$ cat config.mk
export PLATFORM = sky130hd
export DESIGN_NAME = cla_addsub_pipe32
export DESIGN_NICKNAME = d
export VERILOG_FILES = /design/src/rtl/alu_pkg.sv /design/src/rtl/cla_4bit_adder.sv /design/src/rtl/lookahead_carry_unit.sv /design/src/rtl/cla_addsub_pipe32.sv
export SDC_FILE = /design/constraint.sdc
export NUM_CORES = 1
export LEC_CHECK = 0
export BUFFER_PORTS_ARGS = -buffer_cell sky130_fd_sc_hd__buf_4
export CAP_MARGIN = 20
export CELL_PAD_IN_SITES_DETAIL_PLACEMENT = 1
export CELL_PAD_IN_SITES_GLOBAL_PLACEMENT = 1
export CORE_UTILIZATION = 35
export DETAILED_ROUTE_END_ITERATION = 12
export PLACE_DENSITY_LB_ADDON = 0.1
export SETUP_SLACK_MARGIN = 0.2
export SYNTH_ARGS = -nofsm -noshare
export SYNTH_HDL_FRONTEND = slang
export SYNTH_SLANG_ARGS = --single-unit
export TNS_END_PERCENT = 20
$ cat constraint.sdc
create_clock -name clk -period 3.15 [get_ports clk]
set_input_delay 0 -clock clk [delete_from_list [all_inputs] [get_ports clk]]
set_output_delay 0 -clock clk [all_outputs]
set_load 0.01 [all_outputs]
$ cat src/rtl/alu_pkg.sv
// Shared ALU execute-path types and sizing for the pipelined CLA add/sub unit.
package alu_pkg;

  localparam int XLEN    = 32;
  localparam int GROUP_W = 4;
  localparam int NGRP    = XLEN / GROUP_W;

  typedef struct packed {
    logic p;
    logic g;
  } grp_pg_t;

  typedef grp_pg_t [NGRP-1:0] grp_pg_vec_t;

endpackage

$ cat src/rtl/cla_4bit_adder.sv
// 4-bit carry-lookahead adder slice: local sum plus group propagate/generate.
module cla_4bit_adder (
  input  logic [3:0] a,
  input  logic [3:0] b,
  input  logic       cin,
  output logic [3:0] sum,
  output logic       p,
  output logic       g
);

  logic [3:0] pp;
  logic [3:0] gg;
  logic [3:0] c;

  assign pp = a ^ b;
  assign gg = a & b;

  assign c[0] = cin;
  assign c[1] = gg[0] | (pp[0] & cin);
  assign c[2] = gg[1] | (pp[1] & gg[0])
              | (pp[1] & pp[0] & cin);
  assign c[3] = gg[2] | (pp[2] & gg[1])
              | (pp[2] & pp[1] & gg[0])
              | (pp[2] & pp[1] & pp[0] & cin);

  assign sum = pp ^ c;

  assign p = &pp;
  assign g = gg[3] | (pp[3] & gg[2])
           | (pp[3] & pp[2] & gg[1])
           | (pp[3] & pp[2] & pp[1] & gg[0]);

endmodule

$ cat src/rtl/lookahead_carry_unit.sv
// Second-level lookahead: all group carries as flat sum-of-products of P/G/cin.
module lookahead_carry_unit
  import alu_pkg::*;
(
  input  logic [NGRP-1:0] p,
  input  logic [NGRP-1:0] g,
  input  logic            cin,
  output logic [NGRP:0]   c
);

  logic term;
  logic acc;

  // c[i+1] = |(g[j] & p[j+1..i]) | (p[0..i] & cin), no rippling
  always_comb begin
    c    = '0;
    term = 1'b0;
    acc  = 1'b0;
    c[0] = cin;
    for (int i = 0; i < NGRP; i++) begin
      term = cin;
      for (int j = 0; j <= i; j++)
        term = term & p[j];
      acc = term;
      for (int j = 0; j <= i; j++) begin
        term = g[j];
        for (int k = j + 1; k <= i; k++)
          term = term & p[k];
        acc = acc | term;
      end
      c[i+1] = acc;
    end
  end

endmodule

$ cat src/rtl/cla_addsub_pipe32.sv
// Two-stage pipelined 32-bit CLA add/sub with valid/ready on both sides.
// Define ADDER_FLAGS_EN to build the registered overflow/zero flags.
module cla_addsub_pipe32
  import alu_pkg::*;
(
  input  logic            clk,
  input  logic            rst,
  input  logic            in_valid,
  output logic            in_ready,
  input  logic [XLEN-1:0] a,
  input  logic [XLEN-1:0] b,
  input  logic            sub,
  output logic            out_valid,
  input  logic            out_ready,
  output logic [XLEN-1:0] result,
  output logic            carry_out,
  output logic            overflow,
  output logic            zero
);

  logic            s1_valid;
  logic            s2_valid;
  logic            s1_adv;
  logic            s2_adv;

  logic [XLEN-1:0] b_eff;
  grp_pg_vec_t     pg;
  logic [NGRP-1:0] grp_p;
  logic [NGRP-1:0] grp_g;
  logic [NGRP:0]   c;
  logic [XLEN-1:0] unused_s1_sum;

  logic [XLEN-1:0] s1_a;
  logic [XLEN-1:0] s1_b;
  logic [NGRP:0]   s1_c;
  logic [XLEN-1:0] sum;

  assign s2_adv    = !s2_valid || out_ready;
  assign s1_adv    = !s1_valid || s2_adv;
  assign in_ready  = s1_adv;
  assign out_valid = s2_valid;

  assign b_eff = sub ? ~b : b;

  // Stage 1: group P/G only; the local sums are recomputed later
  for (genvar gi = 0; gi < NGRP; gi++) begin : g_s1
    cla_4bit_adder u_pg (
      .a   (a[gi*GROUP_W +: GROUP_W]),
      .b   (b_eff[gi*GROUP_W +: GROUP_W]),
      .cin (1'b0),
      .sum (unused_s1_sum[gi*GROUP_W +: GROUP_W]),
      .p   (pg[gi].p),
      .g   (pg[gi].g)
    );
    assign grp_p[gi] = pg[gi].p;
    assign grp_g[gi] = pg[gi].g;
  end

  lookahead_carry_unit u_lcu (
    .p   (grp_p),
    .g   (grp_g),
    .cin (sub),
    .c   (c)
  );

  always_ff @(posedge clk or posedge rst) begin
    if (rst) begin
      s1_valid <= 1'b0;
      s1_a     <= '0;
      s1_b     <= '0;
      s1_c     <= '0;
    end else if (s1_adv) begin
      s1_valid <= in_valid;
      if (in_valid) begin
        s1_a <= a;
        s1_b <= b_eff;
        s1_c <= c;
      end
    end
  end

  // Stage 2: re-add each group with its resolved carry-in
  for (genvar gi = 0; gi < NGRP; gi++) begin : g_s2
    cla_4bit_adder u_sum (
      .a   (s1_a[gi*GROUP_W +: GROUP_W]),
      .b   (s1_b[gi*GROUP_W +: GROUP_W]),
      .cin (s1_c[gi]),
      .sum (sum[gi*GROUP_W +: GROUP_W]),
      .p   (),
      .g   ()
    );
  end

  always_ff @(posedge clk or posedge rst) begin
    if (rst) begin
      s2_valid  <= 1'b0;
      result    <= '0;
      carry_out <= 1'b0;
    end else if (s2_adv) begin
      s2_valid <= s1_valid;
      if (s1_valid) begin
        result    <= sum;
        carry_out <= s1_c[NGRP];
      end
    end
  end

`ifdef ADDER_FLAGS_EN
  always_ff @(posedge clk or posedge rst) begin
    if (rst) begin
      overflow <= 1'b0;
      zero     <= 1'b0;
    end else if (s2_adv && s1_valid) begin
      overflow <= (s1_a[XLEN-1] == s1_b[XLEN-1])
                & (sum[XLEN-1] != s1_a[XLEN-1]);
      zero     <= ~|sum;
    end
  end
`else
  assign overflow = 1'b0;
  assign zero     = 1'b0;
`endif

endmodule
======== Yosys cells after proc, flatten, opt, wreduce, memory -nomap -nowiden ========
Cells that the tools add are included.
operators by class
  reduce and logical (&&, ||, !) cells .... 14
  bitwise gates (word level) .............. 297
  muxes and demuxes ....................... 1
operators with widths
  operator          count
  $and 1x1->1       148
  $or 1x1->1        108
  $xor 4x4->4       24
  $and 4x4->4       8
  $mux 32           1
  $not 32->32       1
  $reduce_and 4->1  8
  $and 3x3->3       8
  $reduce_and 2->1  2
  $logic_not 1->1   2
  $logic_or 1x1->1  2
word-level totals
  register bits after elaboration ......... 108
  bits of input ports ..................... 69
  output and inout port bits .............. 37
  word-level logic and storage cells ...... 319

======== Logic depth before layout (Yosys ltp) ========
  depth in word-level cells ............... 22
  gate-level depth with buffers ........... 9

======== Hierarchy ========
Synthesis repeated with hierarchy kept, for this count alone.
unflattened totals
  cell total of the unflattened synthesis .. 640
  area total of the unflattened synthesis .. 7793.7 um2
modules (own cells, without submodules)
  module                instances  cells an instance  area an instance (um2)  seq. area each (um2)
  cla_addsub_pipe32     1          270                4743.3                  2702.6
  cla_4bit_adder        16         22                 182.7                   0.0
  lookahead_carry_unit  1          18                 127.6                   0.0

======== Least setup slack after synthesis ========
OpenSTA, ideal clock, no wires.
  path type ............................... input to register
  from .................................... input port sub
  to ...................................... register s1_c[6]
  stages on the path ...................... 9
  data arrival time ....................... 2.158 ns
  required time ........................... 3.009 ns
  path slack .............................. 0.851 ns
  library setup time ...................... 0.141 ns
  path through ............................ clkbuf_1 -> buf_2 -> xor2_1 -> ha_1 -> and3_4 -> a221o_1 -> a221o_1 -> o31ai_2 -> a22oi_1
between the ends
  elaborated cells between the ends (all ways) .. 94
  classes of those cells .................. 1 x mux; 87 x bitwise; 6 x reduce/logical
RTL lines
  what                                               RTL line                                                          source
  start: declaration                                 cla_addsub_pipe32.sv:12                                           input logic sub,
  $mux 32 (*)                                        cla_addsub_pipe32.sv:43                                           assign b_eff = sub ? ~b : b;
  via b_eff[6]                                       cla_addsub_pipe32.sv:26                                           logic [XLEN-1:0] b_eff;
  $and 4x4->4 / $xor 4x4->4 (equally long branches)  cla_4bit_adder.sv:16, cla_4bit_adder.sv:15
  $and 1x1->1, on equally long branches              cla_4bit_adder.sv:29, cla_4bit_adder.sv:30, cla_4bit_adder.sv:31
  $or 1x1->1 (tied with other cells)                 cla_4bit_adder.sv:29                                              assign g = gg[3] | (pp[3] & gg[2])
  $or 1x1->1 / $and 1x1->1 (equally long branches)   cla_4bit_adder.sv:30, cla_4bit_adder.sv:31
  $or 1x1->1                                         cla_4bit_adder.sv:31                                              | (pp[3] & pp[2] & pp[1] & gg[0]);
  $and 1x1->1 (4 in series)                          lookahead_carry_unit.sv:28                                        term = term & p[k];
  $or 1x1->1 (*) (5 in series)                       lookahead_carry_unit.sv:29                                        acc = acc | term;
  end signal: assignment                             cla_addsub_pipe32.sv:71                                           s1_c <= '0;
  end signal: assignment                             cla_addsub_pipe32.sv:77                                           s1_c <= c;
  end: declaration                                   cla_addsub_pipe32.sv:35                                           logic [NGRP:0] s1_c;
Mark *: on every way through the listed nets, which the timed path passes. The rest lies on a longest branch.
A chain may end at the register's enable or synchronous reset.

======== Worst setup path in the final report ========
  from .................................... input port b[5]
  to ...................................... register s1_c[6]
between the ends
  cells in the longest elaborated chain, start to end .. 15
  elaborated cells between the ends (all ways) .. 30
  classes of those cells .................. 1 x mux; 28 x bitwise; 1 x reduce/logical
ends and longest elaborated chain
  what                                                 RTL line                                                source
  start: declaration                                   cla_addsub_pipe32.sv:11                                 input logic [XLEN-1:0] b,
  $not 32->32                                          cla_addsub_pipe32.sv:43
  $mux 32 (*)                                          cla_addsub_pipe32.sv:43
  via b_eff[5]                                         cla_addsub_pipe32.sv:26
  $xor 4x4->4 / $and 4x4->4 (equally long branches)    cla_4bit_adder.sv:15, cla_4bit_adder.sv:16
  $reduce_and 4->1 (tied with other cells)             cla_4bit_adder.sv:28                                    assign p = &pp;
  $and 1x1->1 (tied with other cells) (2 in series)    lookahead_carry_unit.sv:23                              term = term & p[j];
  $and 1x1->1, on equally long branches (3 in series)  lookahead_carry_unit.sv:23, lookahead_carry_unit.sv:28
  $or 1x1->1 / $and 1x1->1 (equally long branches)     lookahead_carry_unit.sv:29, lookahead_carry_unit.sv:28
  $or 1x1->1 (*) (5 in series)                         lookahead_carry_unit.sv:29
Marks and branches as above.

==> flow_summary_export.csv <==
group,metric,value,unit
place,place.gp.congestion,0.771,
clock_tree,cts_buffers,9,
synthesis,yosys_warnings,0,
sta,min_period,2350,ps
sta,setup_tns,0,ps
sta,relSlewSlack,41.2,%
die,ios,106,
power,p_int,3.25,mW
run_status,status,"completed",
layout,n_fill_cell,1916,
sta,worst_pin_slew,878,ps
layout,antenna_cells,0,
place,dpl.hpwl,10900,µm
global_routing,grt_max_degree,109,
sta,timing.final.ws_setup,804,ps
critical_path,start_kind,"primary input",
critical_path,critical_path_buf_inv_count,2,
critical_path,cp_slowest_cell,"dlygate4sd3_1",
flow_run,cap_violations,0,
place,pre_cts_ws,782,ps
global_routing,antenna_found_initial,0,
global_routing,grt_pass1_wl,26300,µm
power,clkPwrFrac,25.7,%
critical_path,path_class,"in2reg",
global_routing,grt_pass1_vias,5327,
layout,final_cell_mix,"nand2_1, dfrtp_1, buf_4",
synthesis,yosys_register_bits,108,
sta,worst_clock_skew,9.03,ps
clock_tree,clockBufferDepth,2,
synthesis,synth_area,0.00599,mm²
power,power.switching,1.55,mW
synthesis,synth_cells,644,
sta,finalMaxSlewViolations,0,
clock_tree,clk_pin_slew,70,ps
power,vdd_drop_max,264,µV
layout,multi_input_area,0.00304,mm²
die,fp.dieH,133,µm
place,port_buffers,103,
drt,first_pass_iters,4,
sta,period_share,74.5,%
sta,rsz0062_at_grt,"no",
synthesis,ys_async_sr_fraction,100,%
synthesis,synth-main-ff-cell,"dfrtp_1",
clock_tree,htree_num_levels,3,
layout,stdcell_area,0.00794,mm²
power,finalPower,4.80,mW
die,start_util,36.0,%
global_routing,grt-ovfl-total,0,
clock_tree,cts-root-buf,"clkbuf_16",
layout,nNetsFinal,931,
power,switching_share,32.4,%
critical_path,reg2reg_depth,5,
drt,drc_errors,0,
layout,seqCellArea,0.00270,mm²
critical_path,startpoint,"b[5]",
sta,setup_violations,0,
critical_path,cp.arrival,2560,ps
drt,antenna_left,0,
global_routing,grt_usage,18.9,%
drt,viasPerCell,4.72,
die,dieWidth,133,µm
critical_path,critPathCaptureType,"register",
power,seqPwrFrac,40.2,%
drt,vias,4829,
clock_tree,clk_latency,360,ps
die,die_area,0.0176,mm²
layout,syn2layout_area_growth,32.6,%
synthesis,seq_area_frac_synth,45.1,%
critical_path,cp_slowest_stage_delay,560,ps
critical_path,crit_family,"compound AO/OA/AOI/OAI gates",
power,powerDensity,605,mW/mm²
place,dpl-instance-area,0.00700,mm²
critical_path,cp_common_cell,"a221o_1",
drt,drtIter0Drc,166,
critical_path,regToRegSetupSlack,1310,ps
critical_path,crit_chain,"dlygate4sd3_1, buf_4, xor2_1, ha_1, and3_4, a221o_1, a221o_1, o31ai_2, a22oi_1",
clock_tree,cts_tree,"yes",
power,power_frac_comb,34.1,%
die,rows,47,
drt,post_drt_wl_per_cell,15.1,µm
critical_path,cp.required,3360,ps
critical_path,r2r_start,"s1_valid",
die,fp.coreArea,0.0166,mm²
critical_path,path_depth,9,
critical_path,timing.rr.end,"s1_b[25]",
critical_path,critPathMaxFanout,4,
power,power.leakage,3.94,nW
clock_tree,clock_sinks,108,
synthesis,synth_edf_count,0,
hold_path,worstHoldPathType,"in2reg",
sta,fmax,426,MHz
layout,final_common_cell,"nand2_1",
layout,drive_above_1_share,16.6,%
sta,fin_hold_ws,8.75,ps
critical_path,cp-endpoint,"s1_c[6]",
sta,hold_viol,0,
synthesis,ys_types,42,
synthesis,avgSynthCellArea,9.30,µm²
drt,wirelength,15400,µm
-- cell usage after synthesis (all sizes together) (2+ instances only) --
library cell | count | share of area [%]
nand2 | 131 | 8.2
dfrtp | 108 | 45
nor2 | 76 | 4.8
ha | 56 | 12
o21ai | 55 | 4.6
xor2 | 47 | 6.9
inv | 35 | 2.2
clkbuf | 24 | 1.5
a21oi | 20 | 1.7
a21o | 17 | 2.2
xnor2 | 17 | 2.5
fa | 8 | 2.7
o21bai | 7 | 0.88
buf | 5 | 0.50
nand3 | 5 | 0.42
nand2b | 4 | 0.42
nand4 | 3 | 0.31
a221o | 2 | 0.33
a22oi | 2 | 0.25
a31oi | 2 | 0.21
and2 | 2 | 0.21
and3 | 2 | 0.29
o22ai | 2 | 0.21
o31ai | 2 | 0.33
-- metrics by stage --
| step | cells | util, % |
|---|---|---|
| final | 1023 | 47.7 |
| after global routing | 1023 | 47.7 |
| after CTS | 1023 | 47.7 |
| after detailed placement | 945 | 42.0 |
| after global placement | 945 | 42.0 |
| after floorplan | 645 | - |
-- flip-flops by register name, summed over array words and instances, names as in the netlist --
register and cells:
result 32, s1_a 32, s1_b 32, s1_c 9, carry_out 1, out_valid 1, s1_valid 1
-- metal layers --
| layer | track usage (%) | vias to the layer above | wire length [µm] | part of all wire, % |
|---|---|---|---|---|
| li1 | - | 2404 | - | - |
| met1 | 24.6 | 2331 | 7420 | 48 |
| met2 | 32.2 | 78 | 7420 | 48 |
| met3 | 2.64 | 16 | 369 | 2.4 |
| met4 | 6.32 | 0 | 230 | 1.5 |
| met5 | 0 | - | 0 | 0 |
-- power by group through the flow --
stage | sequential, mW | clock [mW] | combinational (mW)
after floorplan | 2.01 | 0 | 0.861
after global placement | 1.94 | 0 | 1.56
after detailed placement | 1.96 | 0 | 1.60
after CTS | 1.94 | 1.28 | 1.67
after global routing | 1.98 | 1.33 | 1.86
final | 1.93 | 1.23 | 1.64
-- cell families (layout without fill, tap and decap cells) --
| logic type | count (synthesis) | count (layout) | share of synthesized area (%) |
|---|---|---|---|
| buffers and inverters | 64 | 222 | 4.20 |
| adder cells (fa/ha/maj) | 64 | 64 | 14.4 |
| AND/OR/NAND/NOR | 226 | 226 | 15.0 |
| flip-flops | 108 | 108 | 45.1 |
| multiplexers | 1 | 1 | 0.188 |
| other | 1 | 2 | 0.0626 |
| XOR/XNOR | 64 | 64 | 9.36 |
| AO/OA/AOI/OAI | 116 | 116 | 11.7 |
-- timing repair --
item                      in CTS  in global routing
hold endpoints to repair     168                  0
gates resized for setup        0                  0
buffers inserted               0                  0
hold buffers                  62                  0
-- worst register-to-register path, cell delays in order, from the launching register on --
cell and delay, ps:
dfrtp_1 400, nand3b_1 180, and2_2 640, buf_4 370, nor2_1 80, nor2_1 110
-- layout make-up --
class / count / area share (%)
clock buffers: 11 / 3.06
clock inverters: 5 / 0.946
inverters: 35 / 1.69
multi-input cells: 473 / 38.3
flip-flops and latches: 108 / 34.1
well taps: 220 / 3.47
repair buffers: 171 / 18.4
-- worst min path at each step --
| stage | start | endpoint | slack, ps | cells past startpoint |
|---|---|---|---|---|
| final | b[29] | s1_b[29] | 9 | 4 |
| after global routing | b[28] | s1_b[28] | 30 | 4 |
| after CTS | b[29] | s1_b[29] | 1 | 4 |
| after detailed placement | rst | result[0] | 220 | 3 |
| after global placement | rst | result[0] | 210 | 3 |
| after floorplan | a[10] | s1_a[10] | 110 | 2 |
Power figures use the tool's default switching activity.
